[src/rtl/truth_table_sweeper_if.sv]
// Handshake/result bundle between the truth-table sweeper and its driver.
// The master side drives start/abort, the function output and the expected table.
interface truth_table_sweeper_if #(
  parameter int N_IN = 2
);
  logic                   start;
  logic                   abort;
  logic                   func_in;
  logic [2**N_IN-1:0]     exp_table;
  logic [N_IN-1:0]        vec_out;
  logic                   busy;
  logic                   done;
  logic [2**N_IN-1:0]     table_out;
  logic                   pass;
  logic [N_IN:0]          fail_cnt;
  logic [N_IN-1:0]        fail_idx;

  modport master (
    output start, abort, func_in, exp_table,
    input  vec_out, busy, done, table_out, pass, fail_cnt, fail_idx
  );

  modport slave (
    input  start, abort, func_in, exp_table,
    output vec_out, busy, done, table_out, pass, fail_cnt, fail_idx
  );
endinterface

[src/rtl/truth_table_sweeper.sv]
// Walks every input vector of an N_IN-input function, holds each for SETTLE
// cycles, captures the output into a truth table and checks it against exp_table.
//
// state | meaning
// IDLE  | waiting for start, outputs at reset values
// HOLD  | driving vec_out, counting down the settle window, sampling at zero
// CHECK | one cycle: compare captured table with exp_table, register results
// DONE  | results valid and held until the next start
module truth_table_sweeper #(
  parameter int N_IN   = 2,
  parameter int SETTLE = 1
) (
  input  logic clk,
  input  logic reset,
  truth_table_sweeper_if.slave bus
);
  localparam int              N_VEC    = 2**N_IN;
  localparam logic [N_IN-1:0] LAST_VEC = N_IN'(N_VEC-1);
  localparam logic [N_IN-1:0] VEC_ONE  = N_IN'(1);
  localparam logic [N_IN:0]   CNT_ONE  = (N_IN+1)'(1);
  localparam logic [3:0]      RELOAD   = 4'(SETTLE-1);

  typedef enum logic [1:0] {IDLE, HOLD, CHECK, DONE} state_t;

  state_t            state;
  logic [3:0]        settle_cnt;
  logic [N_IN-1:0]   vec;
  logic [N_VEC-1:0]  tbl;
  logic              busy_q;
  logic              done_q;
  logic              pass_q;
  logic [N_IN:0]     fail_cnt_q;
  logic [N_IN-1:0]   fail_idx_q;

  logic [N_VEC-1:0]  diff;
  logic [N_IN:0]     mism_cnt;
  logic [N_IN-1:0]   mism_idx;

  // Scanning from the top down leaves the lowest mismatching index in mism_idx.
  always_comb begin
    diff     = tbl ^ bus.exp_table;
    mism_cnt = '0;
    mism_idx = '0;
    for (int i = N_VEC-1; i >= 0; i--) begin
      if (diff[i]) begin
        mism_cnt = mism_cnt + CNT_ONE;
        mism_idx = N_IN'(i);
      end
    end
  end

  always_ff @(posedge clk or posedge reset) begin
    if (reset) begin
      state      <= IDLE;
      settle_cnt <= '0;
      vec        <= '0;
      tbl        <= '0;
      busy_q     <= 1'b0;
      done_q     <= 1'b0;
      pass_q     <= 1'b0;
      fail_cnt_q <= '0;
      fail_idx_q <= '0;
    end else if (bus.abort && (state == HOLD || state == CHECK)) begin
      // Abort beats the sample that would otherwise land this cycle.
      state      <= IDLE;
      settle_cnt <= '0;
      vec        <= '0;
      tbl        <= '0;
      busy_q     <= 1'b0;
      done_q     <= 1'b0;
      pass_q     <= 1'b0;
      fail_cnt_q <= '0;
      fail_idx_q <= '0;
    end else begin
      case (state)
        IDLE, DONE: begin
          if (bus.start) begin
            state      <= HOLD;
            settle_cnt <= RELOAD;
            vec        <= '0;
            tbl        <= '0;
            busy_q     <= 1'b1;
            done_q     <= 1'b0;
            pass_q     <= 1'b0;
            fail_cnt_q <= '0;
            fail_idx_q <= '0;
          end
        end
        HOLD: begin
          if (settle_cnt == '0) begin
            tbl[vec] <= bus.func_in;
            if (vec == LAST_VEC) begin
              state <= CHECK;
            end else begin
              vec        <= vec + VEC_ONE;
              settle_cnt <= RELOAD;
            end
          end else begin
            settle_cnt <= settle_cnt - 4'd1;
          end
        end
        CHECK: begin
          pass_q     <= (mism_cnt == '0);
          fail_cnt_q <= mism_cnt;
          fail_idx_q <= mism_idx;
          busy_q     <= 1'b0;
          done_q     <= 1'b1;
          state      <= DONE;
        end
        default: state <= IDLE;
      endcase
    end
  end

  assign bus.vec_out   = vec;
  assign bus.busy      = busy_q;
  assign bus.done      = done_q;
  assign bus.table_out = tbl;
  assign bus.pass      = pass_q;
  assign bus.fail_cnt  = fail_cnt_q;
  assign bus.fail_idx  = fail_idx_q;
endmodule

[src/flat_wrapper.sv]
// flat-port wrapper written by rule: the top's interface ports become plain ports
module truth_table_sweeper_flat 
#(
  parameter int N_IN   = 2,
  parameter int SETTLE = 1
)
  (clk, reset, bus_start, bus_abort, bus_func_in, bus_exp_table, bus_vec_out, bus_busy, bus_done, bus_table_out, bus_pass, bus_fail_cnt, bus_fail_idx);
  truth_table_sweeper_if #(.N_IN(N_IN)) bus_i ();
  input  logic clk;
  input  logic reset;
  input wire logic [$bits(bus_i.start)-1:0] bus_start;
  input wire logic [$bits(bus_i.abort)-1:0] bus_abort;
  input wire logic [$bits(bus_i.func_in)-1:0] bus_func_in;
  input wire logic [$bits(bus_i.exp_table)-1:0] bus_exp_table;
  output wire logic [$bits(bus_i.vec_out)-1:0] bus_vec_out;
  output wire logic [$bits(bus_i.busy)-1:0] bus_busy;
  output wire logic [$bits(bus_i.done)-1:0] bus_done;
  output wire logic [$bits(bus_i.table_out)-1:0] bus_table_out;
  output wire logic [$bits(bus_i.pass)-1:0] bus_pass;
  output wire logic [$bits(bus_i.fail_cnt)-1:0] bus_fail_cnt;
  output wire logic [$bits(bus_i.fail_idx)-1:0] bus_fail_idx;
  assign bus_i.start = bus_start;
  assign bus_i.abort = bus_abort;
  assign bus_i.func_in = bus_func_in;
  assign bus_i.exp_table = bus_exp_table;
  assign bus_vec_out = bus_i.vec_out;
  assign bus_busy = bus_i.busy;
  assign bus_done = bus_i.done;
  assign bus_table_out = bus_i.table_out;
  assign bus_pass = bus_i.pass;
  assign bus_fail_cnt = bus_i.fail_cnt;
  assign bus_fail_idx = bus_i.fail_idx;
  truth_table_sweeper #(.N_IN(N_IN), .SETTLE(SETTLE)) u_core (.clk(clk), .reset(reset), .bus(bus_i));
endmodule
[config.mk]
export PLATFORM = sky130hd
export DESIGN_NAME = truth_table_sweeper_flat
export DESIGN_NICKNAME = d
export VERILOG_FILES = /design/src/rtl/truth_table_sweeper_if.sv /design/src/rtl/truth_table_sweeper.sv /design/src/flat_wrapper.sv
export SDC_FILE = /design/constraint.sdc
export NUM_CORES = 1
export LEC_CHECK = 0
export CORE_MARGIN = 5
export CORE_UTILIZATION = 35
export DETAILED_ROUTE_END_ITERATION = 10
export GPL_TIMING_DRIVEN = 0
export PLACE_DENSITY = 0.56
export SETUP_SLACK_MARGIN = 0.02
export SLEW_MARGIN = 5
export SYNTH_ARGS = -nofsm -noshare
export SYNTH_HDL_FRONTEND = slang
export SYNTH_SLANG_ARGS = --single-unit
[constraint.sdc]
create_clock -name clk -period 4.55 [get_ports clk]
set_clock_uncertainty 0.15 [all_clocks]
set_input_delay 0.91 -clock clk [delete_from_list [all_inputs] [get_ports clk]]
set_output_delay 0.91 -clock clk [all_outputs]
set_load 0.1 [all_outputs]
==> results of run 1 <==
==> per-layer routing <==
metal	up-vias	wire length (um)	part of all wire [%]
li1	497	-	-
met1	497	1230	46
met2	21	1340	50
met3	4	86	3.2
met4	0	31	1.2
met5	-	0	0
==> state kept, by name, indices dropped and copies added (netlist names) <==
name,flops
u_core.bus.pass,1
u_core.bus.fail_idx,2
u_core.state,2
u_core.bus.fail_cnt,3
u_core.bus.busy,1
u_core.bus.table_out,4
u_core.bus.done,1
u_core.bus.vec_out,2
u_core.settle_cnt,4
==> cells by family (layout without fill, tap and decap cells) <==
logic type / count (synthesis) / in the layout / share of synthesized area [%]
AOI/OAI and AO/OA: 31 / 31 / 18.2
xor gates and xnor gates: 7 / 7 / 5.56
adders and majority gates: 13 / 13 / 13.1
buffers and inverters: 18 / 43 / 5.45
DFF: 20 / 20 / 40.4
muxes: 4 / 4 / 3.43
and+or+nand+nor: 35 / 35 / 13.8
==> area by class of cell <==
cell class / instances / area [um^2] / area share (%)
timing repair buffer: 22 / 220 / 14.3
sequential: 20 / 500 / 32.5
inverter: 17 / 63.8 / 4.15
tap: 46 / 57.6 / 3.74
buffer: 1 / 3.75 / 0.244
clock buffer: 3 / 22.5 / 1.46
multi-input combinational: 90 / 671 / 43.6
==> report_power, final <==
group	internal (mW)	total, mW	switching, mW
logic	0.214	0.711	0.497
clock network	0.0308	0.0848	0.0539
registers	0.224	0.259	0.0356
==> layout by cell type, fill, tap and decap left out, types with 2 or more instances in the layout <==
master           Yosys  routed
a32o_1               3       3
xnor2_1              4       4
a21oi_1              6       6
o21ai_0              6       6
nor2_1               5       5
clkdlybuf4s50_1      0      22
xor2_1               2       2
ha_1                13      13
dfrtp_1             20      20
o311ai_0             2       2
clkbuf_4             0       3
mux2i_1              2       2
mux2_2               2       2
inv_1               17      17
nand2_1             19      19
nor2b_1              2       2
o22ai_1              5       5
a22o_1               2       2
nand2b_1             2       2
==> final timing paths <==
path                                                     startpoint                                  to  slack (ps)  cells past startpoint
max in group asynchronous                                     reset   u_core.bus.vec_out[1]$_DFFE_PP0P_        2810                      2
worst min register to register   u_core.bus.fail_idx[0]$_DFFE_PP0P_  u_core.bus.fail_idx[0]$_DFFE_PP0P_         340                      2
min in group asynchronous                                     reset  u_core.bus.fail_cnt[0]$_DFFE_PP0P_         910                      2
worst max-delay path                               bus_exp_table[2]         u_core.bus.pass$_DFFE_PP0P_        1430                      8
worst min-delay path             u_core.bus.fail_idx[0]$_DFFE_PP0P_  u_core.bus.fail_idx[0]$_DFFE_PP0P_         340                      2
worst max register to register  u_core.bus.table_out[2]$_DFFE_PP0P_         u_core.bus.pass$_DFFE_PP0P_        2020                      7
==> worst max-delay path: stages <==
cell and delay (ps):
clkdlybuf4s50_1 420, xnor2_1 350, ha_1 340, xnor2_1 240, inv_1 70, ha_1 260
mux2_2 290, o41ai_2 290
==> key figures, run 1 <==
Outcome
  • Status: completed

CTS
  • CTS buffer count: 3
  • Deepest clock path buffer count: 2
  • CTS tree: built
  • CTS Hold Bufs: 0
  • Htree depth: 1
  • Clk pin slew, worst setup/hold paths: 110 ps
  • Worst-skew pair later-pin latency: 300 ps
  • Setup bufs post-CTS: 0
  • Post-CTS sizing: 0
  • CTS Root Cell: clkbuf_4
  • # clock sinks: 20

Synthesis
  • Synth Warn #: 0
  • Sequential share of the synthesized area: 40.4%
  • Syn Inst Count: 128
  • EDFF count, synth: 0
  • Mapped Area: 0.00124 mm^2
  • Most frequent cell after synthesis: dfrtp_1
  • Yosys reg bits: 20
  • Yosys top cell by area: dfrtp_1
  • Post-synth ARST share: 100%
  • Syn_area_per_cell: 9.68 um^2
  • Mapped Nets: 150
  • Synth top area share: 40.4%
  • Synth top area cells: dfrtp_1, ha_1, nand2_1
  • Most used DFF post-synth: dfrtp_1
  • Synth top cells by count: dfrtp_1, nand2_1, inv_1
  • Netlist cell types: 33

Global route
  • Met2 Usage GRT: 21.1%
  • Met3 usage: 2.17%
  • Antenna violations before repair: 0
  • GRT overflow: 0
  • GRT Util Overall: 11.9%
  • Largest net degree at the start of global routing: 21
  • First-pass GRT wire length: 4.86 mm
  • Vias in the first global route: 1,077
  • Grt peak-use layer: met2
  • Routing usage on met1: 14.2%

Power and ir drop
  • Total chip power: 1.06 mW
  • Worst vdd ir: 287 uV
  • Leak Pwr: 0.688 nW
  • Pwr Density: 686 mW/mm^2

Timing
  • Worst Tran Pin Value: 965 ps
  • Final period utilization: 68.6%
  • Final Max Slew Viols: 0
  • Setup TNS Final: 0 ps
  • Slew HR: 35.5%
  • Final Hold Vio Count: 0
  • Post-layout min period: 3120 ps
  • # setup viols final: 0
  • Final hold slack: 337 ps
  • Final WS setup: 1430 ps
  • RSZ-0062 raised after global routing: no
  • Fmax: 321 MHz

Route
  • Routed Wire Length: 2.68 mm
  • Total number of vias: 1,019
  • WL per Instance: 13.5 um
  • DRT iter0 DRCs: 43
  • Via/cell ratio: 5.12
  • DRT Pass-1 Iters: 4
  • Post-route DRC violation count: 0
  • Antenna Nets Post-Route: 0

Placed design
  • Placer Congestion: 0.758
  • Placed cells: 196
  • DP Area: 0.00152 mm^2
  • Post-DP HPWL: 2.09 mm
  • Dpl ws: 1110 ps
  • IO Port Bufs: 22

Setup path
  • Crit path max fanout: 4
  • Setup crit end kind: flip-flop
  • Setup crit start kind: primary input
  • CP required: 4600 ps
  • Critical Path AT: 3170 ps
  • Crit Path Category: primary input to flip-flop

Cells and area
  • Synthesis-to-layout area growth: 24.2%
  • Fin nets: 177
  • Fin util: 45.4%
  • Final cell count without fillers: 199
  • Layout cell share with drive strength beyond 1: 7.84%
  • Fill count: 320
  • ANT cells: 0
  • Post-Layout Inst Area: 0.00154 mm^2

Hold path
  • Worst hold path type: flip-flop to flip-flop

Die
  • Die footprint: 0.00483 mm^2
  • Initial core utilization: 36.5%
  • Core area: 0.00339 mm^2
  • I/O pin count: 23
  • Die H: 69.5 um
  • Die Width: 69.5 um
  • Num rows: 21

Job
  • MaxCap Viol Count: 0
Power figures use the tool's default switching activity.
==> run 2, diff against run 1 <==
==> constraint.sdc (replaced) <==
create_clock -name clk -period 3.06 [get_ports clk]
set_clock_uncertainty 0.15 [all_clocks]
set_input_delay 0.612 -clock clk [delete_from_list [all_inputs] [get_ports clk]]
set_output_delay 0.612 -clock clk [all_outputs]
set_load 0.1 [all_outputs]
==> results of run 2 <==
The final DEF is identical to that of run 1. Status: completed.
Main changes from that run: setup slack after placement 1110 ps -> -85.8 ps; setup slack after layout 1430 ps -> 239 ps; register-to-register setup slack 2020 ps -> 530 ps; total power 1.06 mW -> 1.57 mW; worst IR drop on VDD 287 uV -> 427 uV
